### src/rtl/sseg_pkg.sv
// rtl/sseg_pkg.sv - shared types, segment constants and double-dabble helper for the BCD display
package sseg_pkg;

  typedef enum logic [2:0] {
    IDLE   = 3'd0,
    CONV_A = 3'd1,
    CONV_B = 3'd2,
    CONV_R = 3'd3,
    COMMIT = 3'd4
  } state_t;

  // Active-low segment patterns, bit0 = a ... bit6 = g
  localparam logic [6:0] SEG_0     = 7'h40;
  localparam logic [6:0] SEG_1     = 7'h79;
  localparam logic [6:0] SEG_2     = 7'h24;
  localparam logic [6:0] SEG_3     = 7'h30;
  localparam logic [6:0] SEG_4     = 7'h19;
  localparam logic [6:0] SEG_5     = 7'h12;
  localparam logic [6:0] SEG_6     = 7'h02;
  localparam logic [6:0] SEG_7     = 7'h78;
  localparam logic [6:0] SEG_8     = 7'h00;
  localparam logic [6:0] SEG_9     = 7'h10;
  localparam logic [6:0] SEG_BLANK = 7'h7F;

  // Widths of the 3-digit operand fields and the 5-digit result field
  localparam int BCD3_W = 12;
  localparam int BCD5_W = 20;

  // Encodings of field_sel
  localparam logic [1:0] FIELD_NONE = 2'd0;
  localparam logic [1:0] FIELD_A    = 2'd1;
  localparam logic [1:0] FIELD_B    = 2'd2;
  localparam logic [1:0] FIELD_R    = 2'd3;

  // Pre-shift correction: every nibble of 5 or more gets 3 added so the
  // following left shift carries correctly into the next decimal digit.
  function automatic logic [BCD5_W-1:0] dd_adjust(input logic [BCD5_W-1:0] bcd);
    logic [BCD5_W-1:0] adj;
    adj = bcd;
    for (int i = 0; i < BCD5_W / 4; i++) begin
      if (bcd[4*i +: 4] >= 4'd5) begin
        adj[4*i +: 4] = bcd[4*i +: 4] + 4'd3;
      end
    end
    return adj;
  endfunction

endpackage

### src/rtl/sseg_bcd_display_bcd_to_sseg.sv
// rtl/sseg_bcd_display_bcd_to_sseg.sv - one BCD digit plus blank flag to active-low segments
module bcd_to_sseg
  import sseg_pkg::*;
(
  input  logic [3:0] i_digit,
  input  logic       i_blank,
  output logic [6:0] o_seg
);

  // Decode the digit; blank flag and non-decimal codes both turn the digit off
  always_comb begin
    o_seg = SEG_BLANK;
    if (!i_blank) begin
      case (i_digit)
        4'd0:    o_seg = SEG_0;
        4'd1:    o_seg = SEG_1;
        4'd2:    o_seg = SEG_2;
        4'd3:    o_seg = SEG_3;
        4'd4:    o_seg = SEG_4;
        4'd5:    o_seg = SEG_5;
        4'd6:    o_seg = SEG_6;
        4'd7:    o_seg = SEG_7;
        4'd8:    o_seg = SEG_8;
        4'd9:    o_seg = SEG_9;
        default: o_seg = SEG_BLANK;
      endcase
    end
  end

endmodule

### src/rtl/sseg_bcd_display.sv
// rtl/sseg_bcd_display.sv - latches operands/product, converts to BCD serially and drives eight digits
module sseg_bcd_display
  import sseg_pkg::*;
#(
  parameter int BLINK_DIV = 25_000_000,
  parameter int BLINK_W   = 25
) (
  input  logic        clock,
  input  logic        reset,
  input  logic        update,
  input  logic [7:0]  op_a,
  input  logic [7:0]  op_b,
  input  logic [15:0] result,
  input  logic        show_result,
  input  logic [1:0]  field_sel,
  output logic        busy,
  output logic        done,
  output logic [6:0]  ssegment0,
  output logic [6:0]  ssegment1,
  output logic [6:0]  ssegment2,
  output logic [6:0]  ssegment3,
  output logic [6:0]  ssegment4,
  output logic [6:0]  ssegment5,
  output logic [6:0]  ssegment6,
  output logic [6:0]  ssegment7
);

  state_t              r_state;
  state_t              w_next_state;

  // Shared conversion datapath: one shift source, one BCD accumulator
  logic [3:0]          r_bit_cnt;
  logic [15:0]         r_shift;
  logic [BCD5_W-1:0]   r_bcd;
  logic [7:0]          r_op_b;
  logic [15:0]         r_result;
  logic [BCD3_W-1:0]   r_bcd_a;
  logic [BCD3_W-1:0]   r_bcd_b;

  // Committed display values; r_disp_valid stays low until the first commit
  logic [BCD3_W-1:0]   r_disp_a;
  logic [BCD3_W-1:0]   r_disp_b;
  logic [BCD5_W-1:0]   r_disp_r;
  logic                r_disp_valid;

  logic [BLINK_W-1:0]  r_blink_cnt;
  logic                r_blink_phase;

  logic [BCD5_W-1:0]   w_adj;
  logic [BCD5_W-1:0]   w_bcd_shift;
  logic                w_last;
  logic                w_blink_a;
  logic                w_blink_b;
  logic                w_blink_r;
  logic [3:0]          w_digit [8];
  logic                w_blank [8];
  logic [6:0]          w_seg   [8];

  assign w_adj       = dd_adjust(r_bcd);
  assign w_bcd_shift = BCD5_W'({w_adj, r_shift[15]});
  assign w_last      = (r_state == CONV_R) ? (r_bit_cnt == 4'd15) : (r_bit_cnt == 4'd7);

  // State register
  always_ff @(posedge clock) begin
    if (reset) begin
      r_state <= IDLE;
    end else begin
      r_state <= w_next_state;
    end
  end

  // Next-state: fixed-length conversion phases, updates accepted only in IDLE
  always_comb begin
    w_next_state = r_state;
    case (r_state)
      IDLE:    if (update) w_next_state = CONV_A;
      CONV_A:  if (w_last) w_next_state = CONV_B;
      CONV_B:  if (w_last) w_next_state = CONV_R;
      CONV_R:  if (w_last) w_next_state = COMMIT;
      COMMIT:  w_next_state = IDLE;
      default: w_next_state = IDLE;
    endcase
  end

  // Status outputs decoded from the current state
  always_comb begin
    busy = (r_state != IDLE);
    done = (r_state == COMMIT);
  end

  // Conversion datapath: capture, shift one bit per cycle, hand off between phases, commit
  always_ff @(posedge clock) begin
    if (reset) begin
      r_bit_cnt    <= '0;
      r_shift      <= '0;
      r_bcd        <= '0;
      r_op_b       <= '0;
      r_result     <= '0;
      r_bcd_a      <= '0;
      r_bcd_b      <= '0;
      r_disp_a     <= '0;
      r_disp_b     <= '0;
      r_disp_r     <= '0;
      r_disp_valid <= 1'b0;
    end else begin
      case (r_state)
        IDLE: begin
          if (update) begin
            r_shift   <= {op_a, 8'h00};
            r_op_b    <= op_b;
            r_result  <= result;
            r_bcd     <= '0;
            r_bit_cnt <= '0;
          end
        end
        CONV_A, CONV_B, CONV_R: begin
          r_bcd     <= w_bcd_shift;
          r_shift   <= r_shift << 1;
          r_bit_cnt <= r_bit_cnt + 4'd1;
          if (w_last) begin
            r_bit_cnt <= '0;
            if (r_state == CONV_A) begin
              r_bcd_a <= w_bcd_shift[BCD3_W-1:0];
              r_bcd   <= '0;
              r_shift <= {r_op_b, 8'h00};
            end else if (r_state == CONV_B) begin
              r_bcd_b <= w_bcd_shift[BCD3_W-1:0];
              r_bcd   <= '0;
              r_shift <= r_result;
            end
          end
        end
        COMMIT: begin
          r_disp_a     <= r_bcd_a;
          r_disp_b     <= r_bcd_b;
          r_disp_r     <= r_bcd;
          r_disp_valid <= 1'b1;
        end
        default: ;
      endcase
    end
  end

  // Free-running blink timebase; the phase flips each time the counter wraps
  always_ff @(posedge clock) begin
    if (reset) begin
      r_blink_cnt   <= '0;
      r_blink_phase <= 1'b0;
    end else if (r_blink_cnt == BLINK_W'(BLINK_DIV - 1)) begin
      r_blink_cnt   <= '0;
      r_blink_phase <= ~r_blink_phase;
    end else begin
      r_blink_cnt   <= r_blink_cnt + 1'b1;
    end
  end

  // A field blinks only while it is actually on screen
  always_comb begin
    w_blink_a = r_blink_phase && !show_result && (field_sel == FIELD_A);
    w_blink_b = r_blink_phase && !show_result && (field_sel == FIELD_B);
    w_blink_r = r_blink_phase &&  show_result && (field_sel == FIELD_R);
  end

  // Digit routing per view with leading-zero blanking; the ones digit is always shown
  always_comb begin
    for (int i = 0; i < 8; i++) begin
      w_digit[i] = 4'd0;
      w_blank[i] = 1'b1;
    end
    if (r_disp_valid) begin
      if (show_result) begin
        for (int i = 0; i < 5; i++) begin
          w_digit[i] = r_disp_r[4*i +: 4];
          w_blank[i] = w_blink_r || ((i != 0) && ((r_disp_r >> (4*i)) == '0));
        end
      end else begin
        for (int i = 0; i < 3; i++) begin
          w_digit[i+5] = r_disp_a[4*i +: 4];
          w_blank[i+5] = w_blink_a || ((i != 0) && ((r_disp_a >> (4*i)) == '0));
          w_digit[i]   = r_disp_b[4*i +: 4];
          w_blank[i]   = w_blink_b || ((i != 0) && ((r_disp_b >> (4*i)) == '0));
        end
      end
    end
  end

  for (genvar g = 0; g < 8; g++) begin : g_dec
    bcd_to_sseg u_dec (
      .i_digit (w_digit[g]),
      .i_blank (w_blank[g]),
      .o_seg   (w_seg[g])
    );
  end

  assign ssegment0 = w_seg[0];
  assign ssegment1 = w_seg[1];
  assign ssegment2 = w_seg[2];
  assign ssegment3 = w_seg[3];
  assign ssegment4 = w_seg[4];
  assign ssegment5 = w_seg[5];
  assign ssegment6 = w_seg[6];
  assign ssegment7 = w_seg[7];

endmodule

### config.mk
export PLATFORM = sky130hd
export DESIGN_NAME = sseg_bcd_display
export DESIGN_NICKNAME = d
export VERILOG_FILES = /design/src/rtl/sseg_pkg.sv /design/src/rtl/sseg_bcd_display_bcd_to_sseg.sv /design/src/rtl/sseg_bcd_display.sv
export SDC_FILE = /design/constraint.sdc
export NUM_CORES = 1
export LEC_CHECK = 0
export CORE_MARGIN = 8
export CORE_UTILIZATION = 40
export DETAILED_ROUTE_END_ITERATION = 8
export DONT_BUFFER_PORTS = 1
export GPL_TIMING_DRIVEN = 0
export SKIP_CTS_REPAIR_TIMING = 1
export SLEW_MARGIN = 25
export SYNTH_ARGS = -nofsm -noshare
export SYNTH_HDL_FRONTEND = slang
export SYNTH_SLANG_ARGS = --single-unit
export TNS_END_PERCENT = 20
### constraint.sdc
create_clock -name clock -period 4 [get_ports clock]
set_input_delay 1.2 -clock clock [delete_from_list [all_inputs] [get_ports clock]]
set_output_delay 1.2 -clock clock [all_outputs]
set_load 0.01 [all_outputs]
# --- After elaboration in Yosys (flattened, before gate mapping) ---
# Memory sizes are Yosys's and may differ from the RTL's.
# Cells that the tools add are included.
totals:
  ff_bits: 162
  rom_bits: 896
  out_inout_bits: 58
  n_memories: 8
  wordCells: 122
  in_bits: 38
memory_table:
  columns: ["memory", "words", "width", "rd", "rd_ports_with_merged_regs", "write_ports", "line", "rtl"]
  rows:
  - ["(name not given)", 16, 7, 1, 0, 0, "sseg_bcd_display_bcd_to_sseg.sv:14", "case (i_digit)"]
  - ["(name not given)", 16, 7, 1, 0, 0, "sseg_bcd_display_bcd_to_sseg.sv:14", null]
  - ["(name not given)", 16, 7, 1, 0, 0, "sseg_bcd_display_bcd_to_sseg.sv:14", null]
  - ["(name not given)", 16, 7, 1, 0, 0, "sseg_bcd_display_bcd_to_sseg.sv:14", null]
  - ["(name not given)", 16, 7, 1, 0, 0, "sseg_bcd_display_bcd_to_sseg.sv:14", null]
  - ["(name not given)", 16, 7, 1, 0, 0, "sseg_bcd_display_bcd_to_sseg.sv:14", null]
  - ["2 more memories", null, null, null, null, null, null, null]
classes:
  n_lt_le_gt_ge: 5
  n_bitwise: 2
  muxes: 40
  reduce_logical: 32
  n_eq_ne: 14
  addsub: 7
ops:
  columns: ["operator", "n"]
  rows:
  - ["20-bit logical NOT", 4]
  - ["20-bit 2-to-1 mux", 4]
  - ["16-bit 2-to-1 mux", 4]
  - ["7-bit 2-to-1 mux", 8]
  - ["12-bit logical NOT", 4]
  - ["20-bit case mux with 2 select lines", 1]
  - ["32-bit 2-to-1 mux", 1]
  - ["16-bit case mux with 2 select lines", 1]
  - ["25-bit by 1-bit adder with 25-bit output (second input constant)", 1]
  - ["25-bit == test (second input constant)", 1]
  - ["12-bit 2-to-1 mux", 2]
  - ["4-bit 2-to-1 mux", 6]
  - ["3-bit 2-to-1 mux", 7]
  - ["4-bit by 3-bit >= comparator with 1-bit output (second input constant)", 5]
  - ["4-bit by 2-bit adder with 4-bit output (second input constant)", 4]
  - ["8-bit 2-to-1 mux", 2]
  - ["3-bit case mux with 4 select lines", 1]
  - ["1-bit logical OR", 8]
  - ["2-bit != test (second input constant)", 4]
  - ["4-bit case mux with 2 select lines", 1]
  - ["4-bit AND reduction", 2]
  - ["3-bit by 2-bit == test with 1-bit output (second input constant)", 2]
  - ["1-bit logical AND", 5]
  - ["4-bit by 1-bit adder with 4-bit output (second input constant)", 1]
  - ["other kinds (18)", 21]

# --- Logic depth before layout (Yosys ltp) ---
logic_depth:
  word_depth: 7
  mapped_depth: 11
  depth_no_buf: 8

# --- Hierarchy ---
# A second synthesis with hierarchy kept.
hier_totals:
  cells_unflattened: 1154
  hier_area_um2: 9133.8
modules_own_cells:
  columns: ["module", "area_each_um2", "cells_per_inst", "seq_area_each_um2", "n_inst"]
  rows:
  - ["sseg_bcd_display", 7241.9, 890, 3243.1, 1]
  - ["bcd_to_sseg", 236.5, 33, 0.0, 8]

# --- Worst setup path after synthesis ---
# OpenSTA, ideal clock, no wires.
synth_path:
  path_type: "input -> output"
  start: "in show_result"
  end: "out ssegment7[0]"
  stages: 10
  required_ps: 2800
  path_buffers: 3
  path_slack_ps: -40
  arrival_ps: 2840
  path_cell_list: "buf_4 -> nor2b_1 -> buf_2 -> buf_1 -> nand2_1 -> inv_1 -> ha_1 -> nor2b_1 -> a31oi_1 -> o21ai_0"
synth_via:
  elab_chain_cells: 7
  word_cells_on_any_way: 10
  classes_between: "mux (5); reduce/logical (4); memory (1)"
synth_rtl:
  columns: ["element", "line", "rtl"]
  rows:
  - ["start: declaration", "sseg_bcd_display.sv:14", "input logic show_result,"]
  - ["parallel branches: the longest is 6 deep, another holds memory read 16 x 7 bit", null, null]
  - ["7-bit 2-to-1 mux *", "sseg_bcd_display_bcd_to_sseg.sv:13", "if (!i_blank) begin"]
  - ["end: declaration", "sseg_bcd_display.sv:25", "output logic [6:0] ssegment7"]
# Mark *: on every way between the ends.

# --- Worst setup path in the final report ---
layout_path:
  start: "in show_result"
  end: "out ssegment1[5]"
layout_via:
  elab_chain_cells: 7
  word_cells_on_any_way: 13
  classes_between: "mux (5); reduce/logical (7); memory (1)"
layout_rtl:
  columns: ["element", "line", "rtl"]
  rows:
  - ["parallel branches: the longest is 6 deep, another holds memory read 16 x 7 bit", null, null]
  - ["7-bit 2-to-1 mux *", "sseg_bcd_display_bcd_to_sseg.sv:13", null]
  - ["end: declaration", "sseg_bcd_display.sv:19", "output logic [6:0] ssegment1,"]
# Marks and branches as above.

==> flow_summary.yaml <==
synth:
  syn_avg_cell_area_um2: 7.86
  ys_seq_area_share_pct: 36.6
  yosysMostFrequentCell: "nand2_1"
  synthCells: 1129
  yosys_warnings: 0
  synth_cell_types: 61
  synth_ff_type: "dfxtp_1"
  synth_top_area_cell: "dfxtp_1"
  synth-edff-count: 0
  synth_area_mm2: 0.00887
  ys_async_sr_fraction_pct: 0
  synth_top_area_share_pct: 36.6
  synth_common_cells: "nand2_1, dfxtp_1, nor2_1"
  ys_seq_elements: 162
  yosys-top-cells-area: "dfxtp_1, nand2_1, ha_1, a21oi_1, nor2_1"
  syn-num-nets: 1219
routing:
  ant_nets: 0
  drc_errors: 0
  avgViaCountPerCell: 5.29
  postRouteWirelength_um: 22300
  vias: 7612
  first_iter_violations: 507
  first_pass_iters: 5
  routedWlPerCell_um: 15.5
global_route:
  grt_start_max_net_pins: 17
  grt_pass1_vias: 7202
  grtUsageTotal_pct: 16.4
  overflow: 0
  antenna_found_initial: 0
  grt_pass1_wl_um: 36300
cts:
  cts_buffers: 17
  cts_tree: "done"
  clk-insertion-delay-late_ns: 0.42
  cts_buffer_depth: 2
  clock-sinks: 162
  cts_root_buf: "clkbuf_16"
  htreeDepth: 4
  cts.clk_slew.worst_paths_ns: 0.06
setup_path:
  crit_top_cell: "buf_8"
  endpoint: "ssegment1[5]"
  cp-start-kind: "primary input"
  cp_cell_sequence: "buf_8 -> buf_8 -> mux2_2 -> nand2_2 -> inv_1 -> ha_1 -> or2_2 -> a21oi_1 -> o21ai_1"
  rrSetupSlack_ns: 1.91
  reg2reg_to: "r_shift[12]$_SDFFE_PP0P_"
  slowest_stage: "mux2_2"
  crit_path_start: "show_result"
  critPathCaptureType: "primary output"
  slowest_delay_ns: 0.35
  reg2reg_from: "r_bit_cnt[0]$_SDFFE_PP0P_"
  crit_path_max_fanout: 10
  worst-endpoint-arrival_ns: 2.76
  required_ns: 2.80
  reg2reg_depth: 6
  worstSetupPathType: "in2out"
power_and_ir_drop:
  clkPwrFrac_pct: 46.3
  power_switching_mw: 0.764
  p_leak_nw: 3.66
  p_int_mw: 2.62
  power_switching_share_pct: 22.6
  p_per_area_mw_per_mm2: 342
  p_seq_share_pct: 49.0
  combPwrFrac_pct: 4.7
  vdd_drop_max_v: 0.000330
placement:
  port_buffers: 0
  globalplace.congestion: 0.843
  dp.cells: 1409
  dp_hpwl_um: 16800
sta:
  hold_viol_final: 0
  fin_crit_ns: 3.96
  setup_viol: 0
  worst_pin_slew_ns: 0.730
  relSlewSlack_pct: 51.3
  fin_hold_ws_ns: 0.450
  fin_skew_ns: 0.00763
  finalCritPeriodShare_pct: 98.9
  rsz0062_at_grt: "true"
  timing.fmax_ghz: 0.253
  finalMaxSlewViolations: 0
floorplanning:
  die-area_mm2: 0.0272
  core-area_mm2: 0.0218
  io_pins: 96
  rows: 54
  die_x_um: 165
  die_h_um: 165
  initial_core_util_pct: 40.7
run_status:
  status: "finished, final reports clean"
final_layout:
  drive_gt1_share_pct: 11.0
  synthToLayoutAreaGrowth_pct: 11.5
  nFillCells: 2229
  n_antenna_cell: 0
  fin_cells: 1440
  final_nets: 1238
job:
  max-cap-violations: 0
min_path:
  min_path_type: "reg2reg"
-- placed cells by master (no fill, tap or decap), types with 9 or more instances in the layout --
cell,n
ha_1,52
mux2_2,16
o21ai_1,13
a211oi_1,13
buf_2,19
nand3_1,34
nand2_1,226
a22oi_1,15
and2_1,10
xnor2_1,14
a21o_1,9
dfxtp_1,162
clkbuf_16,17
nand2b_1,9
xor2_1,20
a31oi_1,24
o21ai_2,13
a21oi_1,104
inv_1,30
nor2_1,111
clkbuf_1,41
and3_1,12
mux2i_1,20
o21ai_0,30
-- area by class of cell --
class / count / area [um^2] / area share, %
sequential: 162 / 3240 / 32.8
clock inverter: 11 / 114 / 1.15
buffer: 73 / 400 / 4.05
clock buffer: 20 / 447 / 4.51
tap: 280 / 350 / 3.54
multi-input combinational: 863 / 5230 / 52.8
inverter: 31 / 116 / 1.18
-- cell families (layout without fill, tap and decap cells) --
group	count (synthesis)	in the layout	synth area share, %
simple gates	466	466	23.6
compound gates	275	275	19.3
flops	162	162	36.6
buf+inv	104	135	5.50
fa+ha+maj	52	52	7.33
mux	36	36	4.29
xor+xnor	34	34	3.36
-- worst max-delay path, delay by kind of cell --
family / cells / cell delay (ns)
buffers and inverters: 3 / 0.34
AND/OR/NAND/NOR: 2 / 0.41
AO/OA/AOI/OAI: 2 / 0.28
multiplexers: 1 / 0.35
adder cells (fa/ha/maj): 1 / 0.17
-- through the flow --
stage | util (%) | setup slack (ns) | power [mW] | TNS [ns] | instance area (um^2)
4_1_cts | 44.8 | -0.631 | 3.42 | -13.49 | 9780
2_1_floorplan | - | -0.0400 | 1.81 | -0.199 | 8870
3_5_place_dp | 42.3 | -0.618 | 1.85 | -13.01 | 9220
5_1_grt | 45.3 | -0.0524 | 3.51 | -0.115 | 9900
6_report | 45.3 | 0.0435 | 3.38 | 0 | 9900
3_3_place_gp | 42.3 | -0.573 | 1.85 | -12.15 | 9220
-- power by group through the flow --
stage	clock [mW]	sequential, mW	combinational, mW
6_report	1.57	1.66	0.158
5_1_grt	1.67	1.66	0.175
4_1_cts	1.60	1.66	0.158
3_5_place_dp	0	1.69	0.158
3_3_place_gp	0	1.69	0.156
2_1_floorplan	0	1.69	0.119
-- layer usage --
layer	track usage, %	wire, um	vias to the layer above
met4	4.55	313	0
met5	0	0	-
met2	26.5	10000	146
met1	21.3	10600	3504
met3	4.34	1290	25
li1	-	-	3937
-- registers in the layout, indices dropped and copies added (netlist names), 3 cells and up --
signal	count
r_disp_b	12
r_bcd	20
r_state	3
r_blink_cnt	25
r_shift	16
r_op_b	8
r_bcd_b	12
r_disp_r	20
r_bit_cnt	4
r_bcd_a	12
r_disp_a	12
r_result	16
-- worst min-delay path by stage --
stage                        startpoint                        end  slack, ns  cells after the start
2_1_floorplan   r_bcd_a[5]$_SDFFE_PP0P_   r_disp_a[5]$_SDFFE_PP0P_       0.43                      2
4_1_cts         r_bcd_b[0]$_SDFFE_PP0P_   r_disp_b[0]$_SDFFE_PP0P_       0.45                      2
3_3_place_gp   r_disp_b[1]$_SDFFE_PP0P_   r_disp_b[1]$_SDFFE_PP0P_       0.44                      2
3_5_place_dp   r_disp_b[2]$_SDFFE_PP0P_   r_disp_b[2]$_SDFFE_PP0P_       0.45                      2
5_1_grt         r_bcd_a[9]$_SDFFE_PP0P_   r_disp_a[9]$_SDFFE_PP0P_       0.47                      2
6_report       r_bcd_a[11]$_SDFFE_PP0P_  r_disp_a[11]$_SDFFE_PP0P_       0.45                      2
(Power assumes the default switching activity.)
